## config.mk

```make
export PLATFORM = sky130hd
export DESIGN_NAME = lsu_ctrl
export DESIGN_NICKNAME = d
export VERILOG_FILES = /design/src/rtl/lsu_ctrl.sv
export SDC_FILE = /design/constraint.sdc
export NUM_CORES = 1
export LEC_CHECK = 0
export BUFFER_PORTS_ARGS = -buffer_cell sky130_fd_sc_hd__buf_4
export CORE_MARGIN = 2
export CORE_UTILIZATION = 53
export CTS_CLUSTER_SIZE = 12
export DETAILED_ROUTE_END_ITERATION = 10
export GPL_ROUTABILITY_DRIVEN = 0
export PLACE_DENSITY = 0.78
export REMOVE_ABC_BUFFERS = 1
export SETUP_SLACK_MARGIN = 0.1
export SLEW_MARGIN = 40
export SYNTH_ARGS = -nofsm -noshare
export SYNTH_HDL_FRONTEND = slang
export SYNTH_SLANG_ARGS = --single-unit
```

## constraint.sdc

```tcl
create_clock -name clk -period 3.75 [get_ports clk]
set_input_delay 0.375 -clock clk [delete_from_list [all_inputs] [get_ports clk]]
set_output_delay 0.375 -clock clk [all_outputs]
set_load 0.01 [all_outputs]
```

## src/rtl/lsu_ctrl.sv

```systemverilog
// Load/store unit controller: sub-word loads with extension and byte/half stores
// done as read-modify-write on a full-word synchronous memory.
module lsu_ctrl #(
  parameter int DATA_W = 32,
  parameter int ADDR_W = 16
) (
  input  logic              clk,
  input  logic              rstn,
  input  logic              req_valid,
  output logic              req_ready,
  input  logic              req_we,
  input  logic [2:0]        req_memop,
  input  logic [ADDR_W-1:0] req_addr,
  input  logic [DATA_W-1:0] req_wdata,
  output logic              rsp_valid,
  input  logic              rsp_ready,
  output logic [DATA_W-1:0] rsp_rdata,
  output logic              rsp_err,
  output logic              mem_cs,
  output logic              mem_we,
  output logic [ADDR_W-1:0] mem_addr,
  output logic [DATA_W-1:0] mem_wdata,
  input  logic [DATA_W-1:0] mem_rdata
);

  typedef enum logic [2:0] {IDLE, RD, MERGE, WR, RESP} state_t;

  state_t      state_q, state_d;
  logic [1:0]  addr_lo_p0;
  logic [2:0]  memop_p0;
  logic        we_p0;
  logic [15:0] wdata_p0;
  logic        accept, req_err, word_st;

  function automatic logic req_error(input logic [2:0] op, input logic [1:0] a);
    logic illegal, misaligned;
    illegal    = (op == 3'b011) || (op == 3'b100) || (op == 3'b111);
    misaligned = ((op[1:0] == 2'b10) && a[0]) || ((op[1:0] == 2'b00) && (a != 2'b00));
    return illegal || misaligned;
  endfunction

  function automatic logic [DATA_W-1:0] load_extend(input logic [DATA_W-1:0] word,
                                                    input logic [2:0] op, input logic [1:0] a);
    logic [7:0]        b;
    logic [15:0]       h;
    logic [DATA_W-1:0] r;
    b = word[{a, 3'b000} +: 8];
    h = a[1] ? word[DATA_W-1:16] : word[15:0];
    case (op[1:0])
      2'b01:   r = op[2] ? {{(DATA_W-8){1'b0}}, b} : {{(DATA_W-8){b[7]}}, b};
      2'b10:   r = op[2] ? {{(DATA_W-16){1'b0}}, h} : {{(DATA_W-16){h[15]}}, h};
      default: r = word;
    endcase
    return r;
  endfunction

  function automatic logic [DATA_W-1:0] store_merge(input logic [DATA_W-1:0] word,
                                                    input logic [15:0] wd,
                                                    input logic [2:0] op, input logic [1:0] a);
    logic [DATA_W-1:0] r;
    r = word;
    if (op[1:0] == 2'b01) r[{a, 3'b000} +: 8] = wd[7:0];
    else                  r[{a[1], 4'b0000} +: 16] = wd;
    return r;
  endfunction

  assign accept   = req_valid && req_ready;
  assign req_err  = req_error(req_memop, req_addr[1:0]);
  assign word_st  = req_we && (req_memop == 3'b000);

  assign req_ready = (state_q == IDLE);
  assign rsp_valid = (state_q == RESP);
  assign mem_cs    = (state_q == RD) || (state_q == WR);
  assign mem_we    = (state_q == WR);

  always_ff @(posedge clk or negedge rstn) begin
    if (!rstn) state_q <= IDLE;
    else       state_q <= state_d;
  end

  always_comb begin
    state_d = state_q;
    case (state_q)
      IDLE:    if (accept) state_d = req_err ? RESP : (word_st ? WR : RD);
      RD:      state_d = MERGE;
      MERGE:   state_d = we_p0 ? WR : RESP;
      WR:      state_d = RESP;
      RESP:    if (rsp_ready) state_d = IDLE;
      default: state_d = IDLE;
    endcase
  end

  // Accept stage: latch request fields; MERGE stage: extend load or merge store lane
  always_ff @(posedge clk or negedge rstn) begin
    if (!rstn) begin
      addr_lo_p0 <= '0;
      memop_p0   <= '0;
      we_p0      <= 1'b0;
      wdata_p0   <= '0;
      mem_addr   <= '0;
      mem_wdata  <= '0;
      rsp_rdata  <= '0;
      rsp_err    <= 1'b0;
    end else if (accept) begin
      addr_lo_p0 <= req_addr[1:0];
      memop_p0   <= req_memop;
      we_p0      <= req_we;
      wdata_p0   <= req_wdata[15:0];
      mem_addr   <= {req_addr[ADDR_W-1:2], 2'b00};
      rsp_rdata  <= '0;
      rsp_err    <= req_err;
      if (word_st && !req_err) mem_wdata <= req_wdata;
    end else if (state_q == MERGE) begin
      if (we_p0) mem_wdata <= store_merge(mem_rdata, wdata_p0, memop_p0, addr_lo_p0);
      else       rsp_rdata <= load_extend(mem_rdata, memop_p0, addr_lo_p0);
    end
  end

endmodule

```

== Word level (Yosys, flattened, before mapping) ==
Cells that the tools add are included.

* Div/mod/pow operators: 0
* Order comparisons: 0
* Bitwise operators: 0
* $add $sub $neg: 2
* Equal/unequal tests: 14
* Multiplexer cells: 20
* Shift-type cells: 5
* Reductions and logical operators: 20
* Multiply operators: 0

{| class="wikitable"
|+ Operators with widths
! kind !! count
|-
| 2-to-1 mux 32 bit || 10
|-
| bitwise mux 32 bit || 2
|-
| one-hot mux 32 bit (2 select lines) || 1
|-
| variable shift 16 x 7 -> 32 bit (first input constant) || 1
|-
| variable shift 8 x 7 -> 32 bit (first input constant) || 1
|-
| indexed part select 16 x 7 -> 32 bit || 1
|-
| indexed part select 32 x 6 -> 8 bit || 1
|-
| indexed part select 8 x 7 -> 32 bit || 1
|-
| 2-to-1 mux 16 bit || 1
|-
| one-hot mux 3 bit (5 select lines) || 1
|-
| negation 5 -> 7 bit || 2
|-
| 2-to-1 mux 3 bit || 4
|-
| equality test 3 x 2 -> 1 bit (second input constant) || 3
|-
| equality test 3 bit (second input constant) || 3
|-
| != test 2 x 1 -> 1 bit (second input constant) || 4
|-
| zero test 3 bit || 2
|-
| nonzero test 2 bit || 3
|-
| logical AND 1 bit || 5
|-
| logical OR 1 bit || 5
|-
| equality test 2 bit (second input constant) || 2
|-
| AND reduction 2 bit || 2
|-
| equality test 3 x 1 -> 1 bit (second input constant) || 1
|-
| AND reduction 3 bit || 1
|-
| equality test 2 x 1 -> 1 bit (second input constant) || 1
|-
| other kinds (3) || 3
|}

* ROM bits: 0
* Logic and storage cells: 70
* Memories: 0
* Bits in registers: 104
* Latch bits: 0
* Bits in writable memories: 0

== Depth between registers and ports, before layout ==
* Word-level depth: 8
* Mapped depth: 10

== Least setup slack after synthesis ==
No wires, ideal clock.

* Path type: reg2reg
* Start point: register addr_lo_p0[1]
* End point: register mem_wdata[28]
* Data required time: 3.677 ns
* Data arrival time: 2.538 ns
* Stages on the path, launching flop included: 11
* Setup time: 0.073 ns
* Buffers on the path: 4
* Period minus slack after synthesis: 2.611 ns
* Setup slack: 1.139 ns
* Path through: dfrtp_1 -> clkbuf_1 -> buf_1 -> inv_1 -> ha_1 -> or3b_2 -> clkbuf_1 -> clkbuf_1 -> o32ai_1 -> o21ai_0 -> a2bb2oi_2

* Cells in the longest elaborated chain, start to end: 7
* Elaborated cells on any way between the ends: 12
* Those cells by class: 2 x add/sub; 4 x shift; 6 x mux

{| class="wikitable"
|+ Ends and longest elaborated chain
! what !! RTL line !! text
|-
| start: declaration || 29 || <nowiki>logic [1:0] addr_lo_p0;</nowiki>
|-
| start signal: assignment || 105 || <nowiki>addr_lo_p0 <= req_addr[1:0];</nowiki>
|-
| negation 5 -> 7 bit, on equally long branches || 63, 62 ||
|-
| indexed part select 16 x 7 -> 32 bit, or another cell as far along || 63 || <nowiki>else r[{a[1], 4'b0000} +: 16] = wd;</nowiki>
|-
| bitwise mux 32 bit, on equally long branches || 63, 62 ||
|-
| 2-to-1 mux 32 bit (*) || 62 || <nowiki>if (op[1:0] == 2'b01) r[{a, 3'b000} +: 8] = wd[7:0];</nowiki>
|-
| 2-to-1 mux 32 bit (*) || 114 || <nowiki>if (we_p0) mem_wdata <= store_merge(mem_rdata, wdata_p0, memop_p0, addr_lo_p0);</nowiki>
|-
| 2-to-1 mux 32 bit (*) || 113 || <nowiki>end else if (state_q == MERGE) begin</nowiki>
|-
| 2-to-1 mux 32 bit (*) || 104 || <nowiki>end else if (accept) begin</nowiki>
|-
| end signal: assignment || 112 || <nowiki>if (word_st && !req_err) mem_wdata <= req_wdata;</nowiki>
|-
| end signal: assignment || 114 ||
|-
| end: declaration || 22 || <nowiki>output logic [DATA_W-1:0] mem_wdata,</nowiki>
|}

Mark *: on every way between the ends. The rest lies on a longest branch, timed or not. The select of a mux whose other input is x is not followed.
A chain may end at the register's enable or synchronous reset.

== Worst setup path in the final report ==
* Start point: register addr_lo_p0[1]
* End point: register mem_wdata[4]

Same word-level chain as after synthesis.

==> run summary <==
Status - completed
WL/cell - 19.96 µm
Hold Buf Count CTS - 1
Clock share of power - 12.5%
Power consumption - 6362 µW
GR Util met2 - 49.52%
Post CTS Setup Buffer Count - 0
Crit end category - flip-flop
Maxcap violations - 0
Clock sinks - 104
Area Growth Syn to Fin - 25.85%
Primary FF master, synth - dfrtp_1
Drt initial violations - 520
Place WS - 0.9974 ns
P_leak - 0.003708 µW
Async S/R FF share, synth - 100.0%
Clock transition at path regs - 0.10 ns
CP required - 4.07 ns
Root buffer cell - clkbuf_8
Worst-Margin Slew - 0.7977 ns
# setup viols final - 0
DR vias - 5573
Synthesized area - 5959 µm²
Hold WS - 0.1735 ns
Worst EP arrival - 3.14 ns
Pwr/cell area - 848.3 nW/µm²
Input/output buffers - 170
DP HPWL - 12870 µm
CP max-delay cell - nor4bb_1
Pins Over Slew Limit - 0
Total CTS buffers - 9
DIE AREA - 12110 µm²
Num rows - 38
Combinational power share - 54.2%
I/O Pins - 173
Post-layout min period - 2.817 ns
EDFF count, synth - 0
Max-slew headroom - 46.82%
Resized cells post-CTS - 0
Total Routed Length - 18360 µm
RSZ-0062 raised after global routing - false
Type of the worst min-delay path - in -> reg
Drt pass-1 iters - 5
CTS max path bufs - 2
Final Hold Vio Count - 0
Switching Fraction - 43.45%
Post-layout nets - 870
GRT Total Usage - 30.75%
Int Power - 3598 µW
Worst-Skew Late Latency - 0.39 ns
Cells after synthesis - 633
Starting Density - 54.73%
Psw - 2764 µW
Clk_skew - 0.009677 ns
Cell variety after synth - 53
Fillers - 860
Share of the synthesized area in the top cell type - 43.67%
Worst-path cell chain - inv_1 > ha_1 > nor4bb_1 > buf_4 > a221oi_1 > a211o_1 > a2bb2oi_2
Crit-path max FO - 16
Vias in the first global route - 5359
Global-route met1 utilization - 41.02%
Largest cells by area after synthesis - dfrtp_1, nand2_1, mux2i_1
Setup TNS - 0 ns
Vias per cell - 6.058
Post-synthesis sequential area ratio - 43.67%
Final WS setup - 0.9326 ns
Global-route wire length before repair - 28050 µm
Achievable Freq - 354.9 MHz
Core area - 10890 µm²
CP Launch Type - flip-flop
Syn Area/Cell - 9.415 µm²
ANT nets after route - 0
Worst path buffer plus inverter count - 2
Layout cell share with drive strength beyond 1 - 30.64%
Diodes inserted - 0
Max incr delay on CP - 0.68 ns
Met3 Use GR - 6.643%
Die Span X - 110.0 µm
Initial antenna violation count - 0
Die extent in y - 110.0 µm
#FFs+latches synth - 104
Worst IR Drop VDD - 0.0004009 V
Sequential Power Share - 33.3%
Pin count of the biggest net entering global routing - 75
# DRC - 0
TritonCTS clock tree - built
GRT busiest layer - met2
Critical path class - reg -> reg
Grt ovf - 0
Crit-path leading delay family - simple AND/OR/NAND/NOR gates
H-tree depth - 3
Area leader, netlist - dfrtp_1
Yosys Warn Count - 0
Fin crit share - 75.13%
## final cells by class
type,instances,area (µm²),area share [%]
well taps,140,175.2,2.336
clock buffers,12,145.1,1.935
multi-input cells,446,3005,40.07
flip-flops and latches,104,2604,34.72
repair buffers,183,1376,18.35
inverters,31,116.4,1.552
clock inverters,4,77.57,1.034
## through the flow
stage               instances  cell area [µm²]  util [%]
global route              920             7500     68.88
global placement          903             7254     66.63
floorplan                 581             5697         -
CTS                       920             7487     68.77
finish                    920             7500     68.88
detailed placement        903             7254     66.63
## logic make-up after synthesis
group,after synthesis,share of synthesized area [%]
AO/OA/AOI/OAI,226,27.73
AND/OR/NAND/NOR,169,13.19
flip-flops,104,43.67
buffers and inverters,84,6.424
multiplexers,42,7.453
adder cells (fa/ha/maj),7,1.470
other,1,0.06293
## routing by layer
metal / share of wire [%] / wire [µm]
met5: 0 / 0
met4: 2.3 / 416
met3: 9.2 / 1692
met2: 48 / 8865
met1: 40 / 7385
## registers in the layout (all words and copies together), names as in the netlist
register / count
addr_lo_p0: 2
mem_addr: 14
mem_wdata: 32
memop_p0: 3
rsp_err: 1
rsp_rdata: 32
state_q: 3
wdata_p0: 16
we_p0: 1
## synthesized netlist by cell type (5+ instances only)
cell and instances:
o2bb2ai_1 6, mux2i_1 32, dfrtp_1 104, o211ai_1 7, a221oi_1 10, nor2_1 5, a21o_1 9, o32ai_1 6
a22oi_1 16, a21oi_1 35, o21ai_0 49, mux2_2 9, nor2b_1 6, a2bb2oi_2 20, inv_1 31, a211oi_1 7
ha_1 7, and3_1 6, o22ai_1 8, a211o_1 11, nand2_1 122, o21ai_1 20, a221o_1 9, nand3_1 9
clkbuf_1 39
## path summary, 6_finish.rpt
kind                                                 from                   endpoint  slack (ns)  cells past startpoint
worst max-delay path            addr_lo_p0[1]$_DFFE_PN0P_   mem_wdata[4]$_DFFE_PN0P_        0.93                      7
max in group asynchronous                            rstn  rsp_rdata[26]$_DFFE_PN0P_        2.36                      3
worst min-delay path                          req_addr[6]    mem_addr[6]$_DFFE_PN0P_        0.17                      3
min in group asynchronous                            rstn   rsp_rdata[8]$_DFFE_PN0P_        0.45                      2
worst max register to register  addr_lo_p0[1]$_DFFE_PN0P_   mem_wdata[4]$_DFFE_PN0P_        0.93                      7
worst min register to register  rsp_rdata[15]$_DFFE_PN0P_  rsp_rdata[15]$_DFFE_PN0P_        0.49                      1
## placed cells by master, fill, tap and decap left out, types with 3 or more instances in the layout
cell,Yosys,layout
inv_1,31,31
nor2b_1,6,6
clkbuf_8,0,10
o22ai_1,8,8
a21oi_1,35,35
a211oi_1,7,7
o21ai_0,49,49
a22oi_1,16,16
a2bb2oi_1,4,4
nand2_1,122,122
a21o_1,9,9
dfrtp_1,104,103
a211o_1,11,11
o2bb2ai_1,6,6
a2bb2oi_2,20,20
o21ai_1,20,20
nor2_1,5,4
ha_1,7,7
and3_1,6,6
mux2_2,9,9
o32ai_1,6,6
buf_4,2,182
nand3_1,9,9
a221oi_1,10,10
nand2b_1,3,3
o211ai_1,7,7
a221o_1,9,9
mux2i_1,32,32
## power by group through the flow
stage          clock [µW]  combinational, µW  sequential, µW
3_5_place_dp            0               3400            2120
5_1_grt               850               3740            2170
2_1_floorplan           0               1890            2240
6_report              797               3450            2120
3_3_place_gp            0               3310            2100
4_1_cts               803               3410            2100
## tightest hold or removal path: cells and delay by family
family                 cells  cell delay (ns)
and+or+nand+nor            2             0.08
buffers and inverters      1             0.07
Power figures use the tool's default switching activity.
